--- config.mk ---
export PLATFORM = sky130hd
export DESIGN_NAME = fpga_config_loader
export DESIGN_NICKNAME = d
export VERILOG_FILES = /design/src/rtl/fpga_cfg_pkg.sv /design/src/rtl/cfg_xor_accum.sv /design/src/rtl/fpga_config_loader.sv
export SDC_FILE = /design/constraint.sdc
export NUM_CORES = 1
export LEC_CHECK = 0
export BUFFER_PORTS_ARGS = -buffer_cell sky130_fd_sc_hd__buf_2
export CORE_MARGIN = 3
export CORE_UTILIZATION = 42
export CTS_CLUSTER_DIAMETER = 50
export DETAILED_ROUTE_END_ITERATION = 8
export HOLD_SLACK_MARGIN = 0.05
export MAX_ROUTING_LAYER = met4
export PLACE_DENSITY = 0.63
export SLEW_MARGIN = 20
export SYNTH_ARGS = -nofsm -noshare
export SYNTH_HDL_FRONTEND = slang
export SYNTH_SLANG_ARGS = --single-unit
--- constraint.sdc ---
create_clock -name clock -period 2.1 [get_ports clock]
set_input_delay 0.42 -clock clock [delete_from_list [all_inputs] [get_ports clock]]
set_output_delay 0.42 -clock clock [all_outputs]
set_load 0.02 [all_outputs]
--- src/rtl/fpga_cfg_pkg.sv ---
// Shared definitions for the fabric configuration loader.
// Covers write-target encodings, loader states, default geometry and the stream length helper.
package fpga_cfg_pkg;

  localparam int DEF_N_LUT  = 11;
  localparam int DEF_N_SB   = 20;
  localparam int DEF_WORD_W = 32;

  localparam logic [1:0] SEL_LUT  = 2'd0;
  localparam logic [1:0] SEL_SB   = 2'd1;
  localparam logic [1:0] SEL_MODE = 2'd2;

  typedef enum logic [2:0] {
    ST_IDLE,
    ST_LOAD_LUT,
    ST_LOAD_SB,
    ST_LOAD_MODE,
    ST_CHECK,
    ST_DONE,
    ST_ERROR
  } state_e;

  // Truth tables, switch boxes, mode words, then one trailer word.
  function automatic int totalWords(input int nLut, input int nSb);
    return 2 * nLut + nSb + 1;
  endfunction

endpackage

--- src/rtl/cfg_xor_accum.sv ---
// Running XOR of accepted configuration words, used as the stream checksum.
module cfg_xor_accum #(
  parameter int WORD_W = 32
) (
  input  logic              clock,
  input  logic              reset_n,
  input  logic              clear_i,
  input  logic              acc_en_i,
  input  logic [WORD_W-1:0] data_i,
  output logic [WORD_W-1:0] acc_o
);

  logic [WORD_W-1:0] acc_q;
  logic [WORD_W-1:0] acc_d;

  // A clear arriving together with an enable wins, so a new load always starts from zero.
  always_comb begin
    acc_d = acc_q;
    if (clear_i) begin
      acc_d = '0;
    end else if (acc_en_i) begin
      acc_d = acc_q ^ data_i;
    end
  end

  always_ff @(posedge clock or negedge reset_n) begin
    if (!reset_n) begin
      acc_q <= '0;
    end else begin
      acc_q <= acc_d;
    end
  end

  assign acc_o = acc_q;

endmodule

--- src/rtl/fpga_config_loader.sv ---
// Streaming configuration loader: decodes a valid/ready word stream into fabric write strobes
// and enables the fabric only after the trailer checksum matches.
module fpga_config_loader
  import fpga_cfg_pkg::*;
#(
  parameter int N_LUT  = DEF_N_LUT,
  parameter int N_SB   = DEF_N_SB,
  parameter int WORD_W = DEF_WORD_W,
  parameter int ADDR_W = 5
) (
  input  logic              clock,
  input  logic              reset_n,
  input  logic              start,
  input  logic [WORD_W-1:0] cfg_data,
  input  logic              cfg_valid,
  output logic              cfg_ready,
  output logic              wr_en,
  output logic [1:0]        wr_sel,
  output logic [ADDR_W-1:0] wr_addr,
  output logic [WORD_W-1:0] wr_data,
  output logic              busy,
  output logic              done,
  output logic              error,
  output logic              fabric_en,
  output logic [7:0]        word_count
);

  localparam logic [ADDR_W-1:0] LUT_LAST = ADDR_W'(N_LUT - 1);
  localparam logic [ADDR_W-1:0] SB_LAST  = ADDR_W'(N_SB - 1);

  state_e            state_q, state_d;
  logic [ADDR_W-1:0] idx_q, idx_d;
  logic [7:0]        count_q, count_d;
  logic              wr_en_q, wr_en_d;
  logic [1:0]        wr_sel_q, wr_sel_d;
  logic [ADDR_W-1:0] wr_addr_q, wr_addr_d;
  logic [WORD_W-1:0] wr_data_q, wr_data_d;

  logic              xfer;
  logic              accClear;
  logic              accEn;
  logic [WORD_W-1:0] accValue;
  logic [1:0]        phaseSel;
  logic [ADDR_W-1:0] phaseLast;
  state_e            phaseNext;

  cfg_xor_accum #(
    .WORD_W (WORD_W)
  ) u_accum (
    .clock    (clock),
    .reset_n  (reset_n),
    .clear_i  (accClear),
    .acc_en_i (accEn),
    .data_i   (cfg_data),
    .acc_o    (accValue)
  );

  assign cfg_ready = (state_q == ST_LOAD_LUT) || (state_q == ST_LOAD_SB) ||
                     (state_q == ST_LOAD_MODE) || (state_q == ST_CHECK);
  assign xfer      = cfg_valid && cfg_ready;

  // Per-phase write target, last index and successor state for the three load phases.
  always_comb begin
    phaseSel  = SEL_LUT;
    phaseLast = LUT_LAST;
    phaseNext = ST_LOAD_SB;
    case (state_q)
      ST_LOAD_SB: begin
        phaseSel  = SEL_SB;
        phaseLast = SB_LAST;
        phaseNext = ST_LOAD_MODE;
      end
      ST_LOAD_MODE: begin
        phaseSel  = SEL_MODE;
        phaseLast = LUT_LAST;
        phaseNext = ST_CHECK;
      end
      default: ;
    endcase
  end

  always_comb begin
    state_d   = state_q;
    idx_d     = idx_q;
    count_d   = count_q;
    wr_en_d   = 1'b0;
    wr_sel_d  = wr_sel_q;
    wr_addr_d = wr_addr_q;
    wr_data_d = wr_data_q;
    accClear  = 1'b0;
    accEn     = 1'b0;

    if (xfer && (count_q != 8'hFF)) begin
      count_d = count_q + 8'd1;
    end

    case (state_q)
      ST_IDLE, ST_DONE, ST_ERROR: begin
        if (start) begin
          state_d  = ST_LOAD_LUT;
          idx_d    = '0;
          count_d  = '0;
          accClear = 1'b1;
        end
      end
      ST_LOAD_LUT, ST_LOAD_SB, ST_LOAD_MODE: begin
        if (xfer) begin
          wr_en_d   = 1'b1;
          wr_sel_d  = phaseSel;
          wr_addr_d = idx_q;
          wr_data_d = cfg_data;
          accEn     = 1'b1;
          if (idx_q == phaseLast) begin
            idx_d   = '0;
            state_d = phaseNext;
          end else begin
            idx_d = idx_q + 1'b1;
          end
        end
      end
      ST_CHECK: begin
        if (xfer) begin
          state_d = (cfg_data == accValue) ? ST_DONE : ST_ERROR;
        end
      end
      default: state_d = ST_IDLE;
    endcase
  end

  always_ff @(posedge clock or negedge reset_n) begin
    if (!reset_n) begin
      state_q   <= ST_IDLE;
      idx_q     <= '0;
      count_q   <= '0;
      wr_en_q   <= 1'b0;
      wr_sel_q  <= '0;
      wr_addr_q <= '0;
      wr_data_q <= '0;
    end else begin
      state_q   <= state_d;
      idx_q     <= idx_d;
      count_q   <= count_d;
      wr_en_q   <= wr_en_d;
      wr_sel_q  <= wr_sel_d;
      wr_addr_q <= wr_addr_d;
      wr_data_q <= wr_data_d;
    end
  end

  assign wr_en      = wr_en_q;
  assign wr_sel     = wr_sel_q;
  assign wr_addr    = wr_addr_q;
  assign wr_data    = wr_data_q;
  assign busy       = cfg_ready;
  assign done       = (state_q == ST_DONE);
  assign error      = (state_q == ST_ERROR);
  assign fabric_en  = (state_q == ST_DONE);
  assign word_count = count_q;

endmodule

==> results by group <==
Power
  – Pint: 3.75 mW
  – Leakage: 2.53 nW
  – Seq pwr share: 46.3%
  – Clock network fraction of design power: 19.6%
  – VDD IR max: around 0.00049 V
  – Total power draw: 6.07 mW
  – Comb power frac: 34.1%
  – Power per Cell Area: around 1200 mW/mm²
  – Sw frac: 38.2%
  – Switching power: approximately 2.3 mW

Timing
  – Clk_skew: 6.57 ps
  – Number of hold violations in the final report: 0
  – Final setup violation count: 0
  – Fin worst setup slack: 67.4 ps
  – Fin Hold WS: 55.2 ps
  – Min cycle time layout: 2030 ps
  – Tcrit/Tclk final: slightly below 100%
  – F_max: approximately 0.49 GHz
  – Worst-Margin Slew: 582 ps
  – Slew headroom: 61.2%
  – Sum Neg Setup Slack: 0 ps
  – RSZ-0062 raised after global routing: no
  – Max Slew Vio Count: 0

Setup path
  – CP cell instances: or3_4 -> and2_1 -> buf_2
  – R2r startpoint: state_q[1]
  – CP Class: reg -> out
  – Reg-to-reg endpoint: idx_q[3]
  – Largest stage delay, worst path: roughly 510 ps
  – CP max FO: 9
  – CP max-delay cell: dfrtp_1
  – Worst Setup End Kind: output pin
  – Reg2reg setup slack: 290 ps
  – Startpoint Class: register
  – FF-to-FF path depth: 6
  – CP required: 1680 ps
  – Critical Path AT: about 1600 ps

Place
  – Final HPWL DP: roughly 6500 µm
  – IO Port Bufs: 88
  – GPL Wtd Cong: 0.875
  – Area post-placement: between 0.004 and 0.005 mm²
  – Placed Instances: 640
  – Post-Place Setup Slack: 277 ps

Yosys
  – Unique cell type count in the Yosys netlist: between 40 and 50
  – Syn Area/Cell: 9.68 µm²
  – Share of async-settable or async-resettable flops after synthesis: 100%
  – Leading area contributor after synthesis: dfrtp_1
  – Post-synthesis register bit count: 88
  – Ys flop type: dfrtp_1
  – Top cells by area, synth: dfrtp_1 (53%), xor2_1 (14%), nand2_1 (11%), nor2_1 (4.3%), nor4_1 (1.3%)
  – Mapped Cells: approximately 430
  – Mapped cell area: 0.00418 mm²
  – Post-synth EDFFs: 0
  – Most instantiated cells after synthesis: nand2_1 (120), dfrtp_1 (88), xor2_1 (65)
  – Synth top area share: 52.7%
  – Synth Net Count: 470
  – Post-synthesis sequential area ratio: 52.7%
  – Synth warnings: 0
  – Top-count cell post-synth: nand2_1

Floorplan
  – Core Area: 0.00946 mm²
  – Num ports: 89
  – Die area: 0.0112 mm²
  – Cell Rows: 35
  – Die width: between 100 and 150 µm
  – Initial core utilization: ~44%
  – DIE HEIGHT: 106 µm

Detailed routing
  – DRC violation total after the first TritonRoute iteration: 138
  – DR WL/cell: 13.8 µm
  – Via-per-instance ratio: 4.79
  – First-pass DRT Iterations: 4
  – DRC viols: 0
  – Post-Route WL: 9080 µm
  – Antenna viol nets, final: 0
  – Via count: between 3k and 4k

Clock tree
  – CTS tree: done
  – CTS Buf Count: 9
  – Clock Sinks: 88
  – H-tree depth: 3
  – Clock-pin slew on the worst setup and hold paths: 90 ps
  – Clock Path Buffers: 2
  – CTS Root Cell: clkbuf_8
  – Worst skew pair latency: 350 ps

Cells and area
  – Nets@finish: 564
  – Ant. Diodes: 0
  – Final design utilization: a little over half
  – Final Instance Count excl. Fillers: 660
  – Cell area after layout: ~0.005 mm²
  – Fraction of layout cells with a size suffix above 1: 24.9%
  – Area Overhead vs Synth: 20.3%

GRT
  – Grt ovf: 0
  – Number of global-route vias before repair: 3239
  – Initial antenna violation count: 0
  – Largest net degree at the start of global routing: 45
  – Total track usage: between 10% and 20%
  – First-pass GRT wire length: 15600 µm

Job
  – Max Cap Viol: 0

Outcome
  – Status: complete, no violations

Hold path
  – Worst hold path type: in -> async
how the worst max path moves through the flow:
| stage | from | to | slack (ps) | cells past startpoint |
|---|---|---|---|---|
| finish | state_q[1] | cfg_ready | 70 | 3 |
| global route | state_q[1] | cfg_ready | 8 | 3 |
| CTS | state_q[0] | busy | 30 | 3 |
| detailed placement | cfg_valid | u_accum.acc_o[27] | 280 | 8 |
| global placement | state_q[0] | busy | 310 | 3 |
| floorplan | state_q[2] | cfg_ready | 330 | 4 |
sequential cells by signal, summed over array words and instances, names as in the netlist:
| register | count |
|---|---|
| word_count | 8 |
| u_accum.acc_o | 32 |
| wr_en | 1 |
| wr_data | 32 |
| wr_addr | 5 |
| idx_q | 5 |
| state_q | 3 |
| wr_sel | 2 |
power groups by stage:
| stage | logic [mW] | clock network (mW) | registers [mW] |
|---|---|---|---|
| after CTS | 2.02 | 1.22 | 2.84 |
| after global placement | 1.96 | 0 | 2.84 |
| final | 2.07 | 1.19 | 2.81 |
| after floorplan | 1.21 | 0 | 3.01 |
| after global routing | 2.32 | 1.29 | 2.91 |
| after detailed placement | 2.02 | 0 | 2.86 |
worst max-delay path, delay by kind of cell (launching register included):
kind          cells  cell delay, ps
buf+inv           1             150
flops             1             510
simple gates      2             600
final cells by class:
cell class	count	area, µm²
Timing Repair Buffer	103	581
Tap cell	129	161
Inverter	7	26.3
Clock inverter	6	67.6
Clock buffer	10	128
Sequential cell	88	2200
Multi-Input combinational cell	317	1860
Fill cell	908	4430
routing by layer:
layer	GRT usage [%]	vias to the layer above	part of all wire [%]
li1	-	1581	-
met1	22.7	1498	46
met2	27.8	73	47
met3	5.08	8	6.3
met4	3.89	0	0.87
met5	-	-	0
kinds of logic (layout without fill, tap and decap cells):
| kind of cell | Yosys count | count (layout) | synth area share, % |
|---|---|---|---|
| compound gates | 32 | 32 | 5.96 |
| xor+xnor | 71 | 71 | 14.9 |
| fa+ha+maj | 2 | 2 | 0.599 |
| buf+inv | 27 | 126 | 3.35 |
| flops | 88 | 88 | 52.7 |
| mux | 4 | 4 | 1.26 |
| simple gates | 208 | 208 | 21.3 |
layout by cell type (no fill, tap or decap), types with 4 or more instances in the layout:
cell         n
inv_1        6
nor4_1       9
clkbuf_8     9
nand4_1      4
a21oi_1      8
nand3_1      6
nor2_1      48
dfrtp_1     87
nor3_1       5
xnor2_1      6
o2bb2ai_1    4
xor2_1      65
buf_2       87
buf_4       14
nand2_1    120
what timing repair did:
| action | 4_1_cts | 5_1_grt |
|---|---|---|
| resized for setup | 2 | 0 |
| hold buffers | 0 | 0 |
| setup buffers | 0 | 4 |
| setup endpoints to repair | 2 | 2 |
No activity file was read; power rests on OpenSTA's default activity.
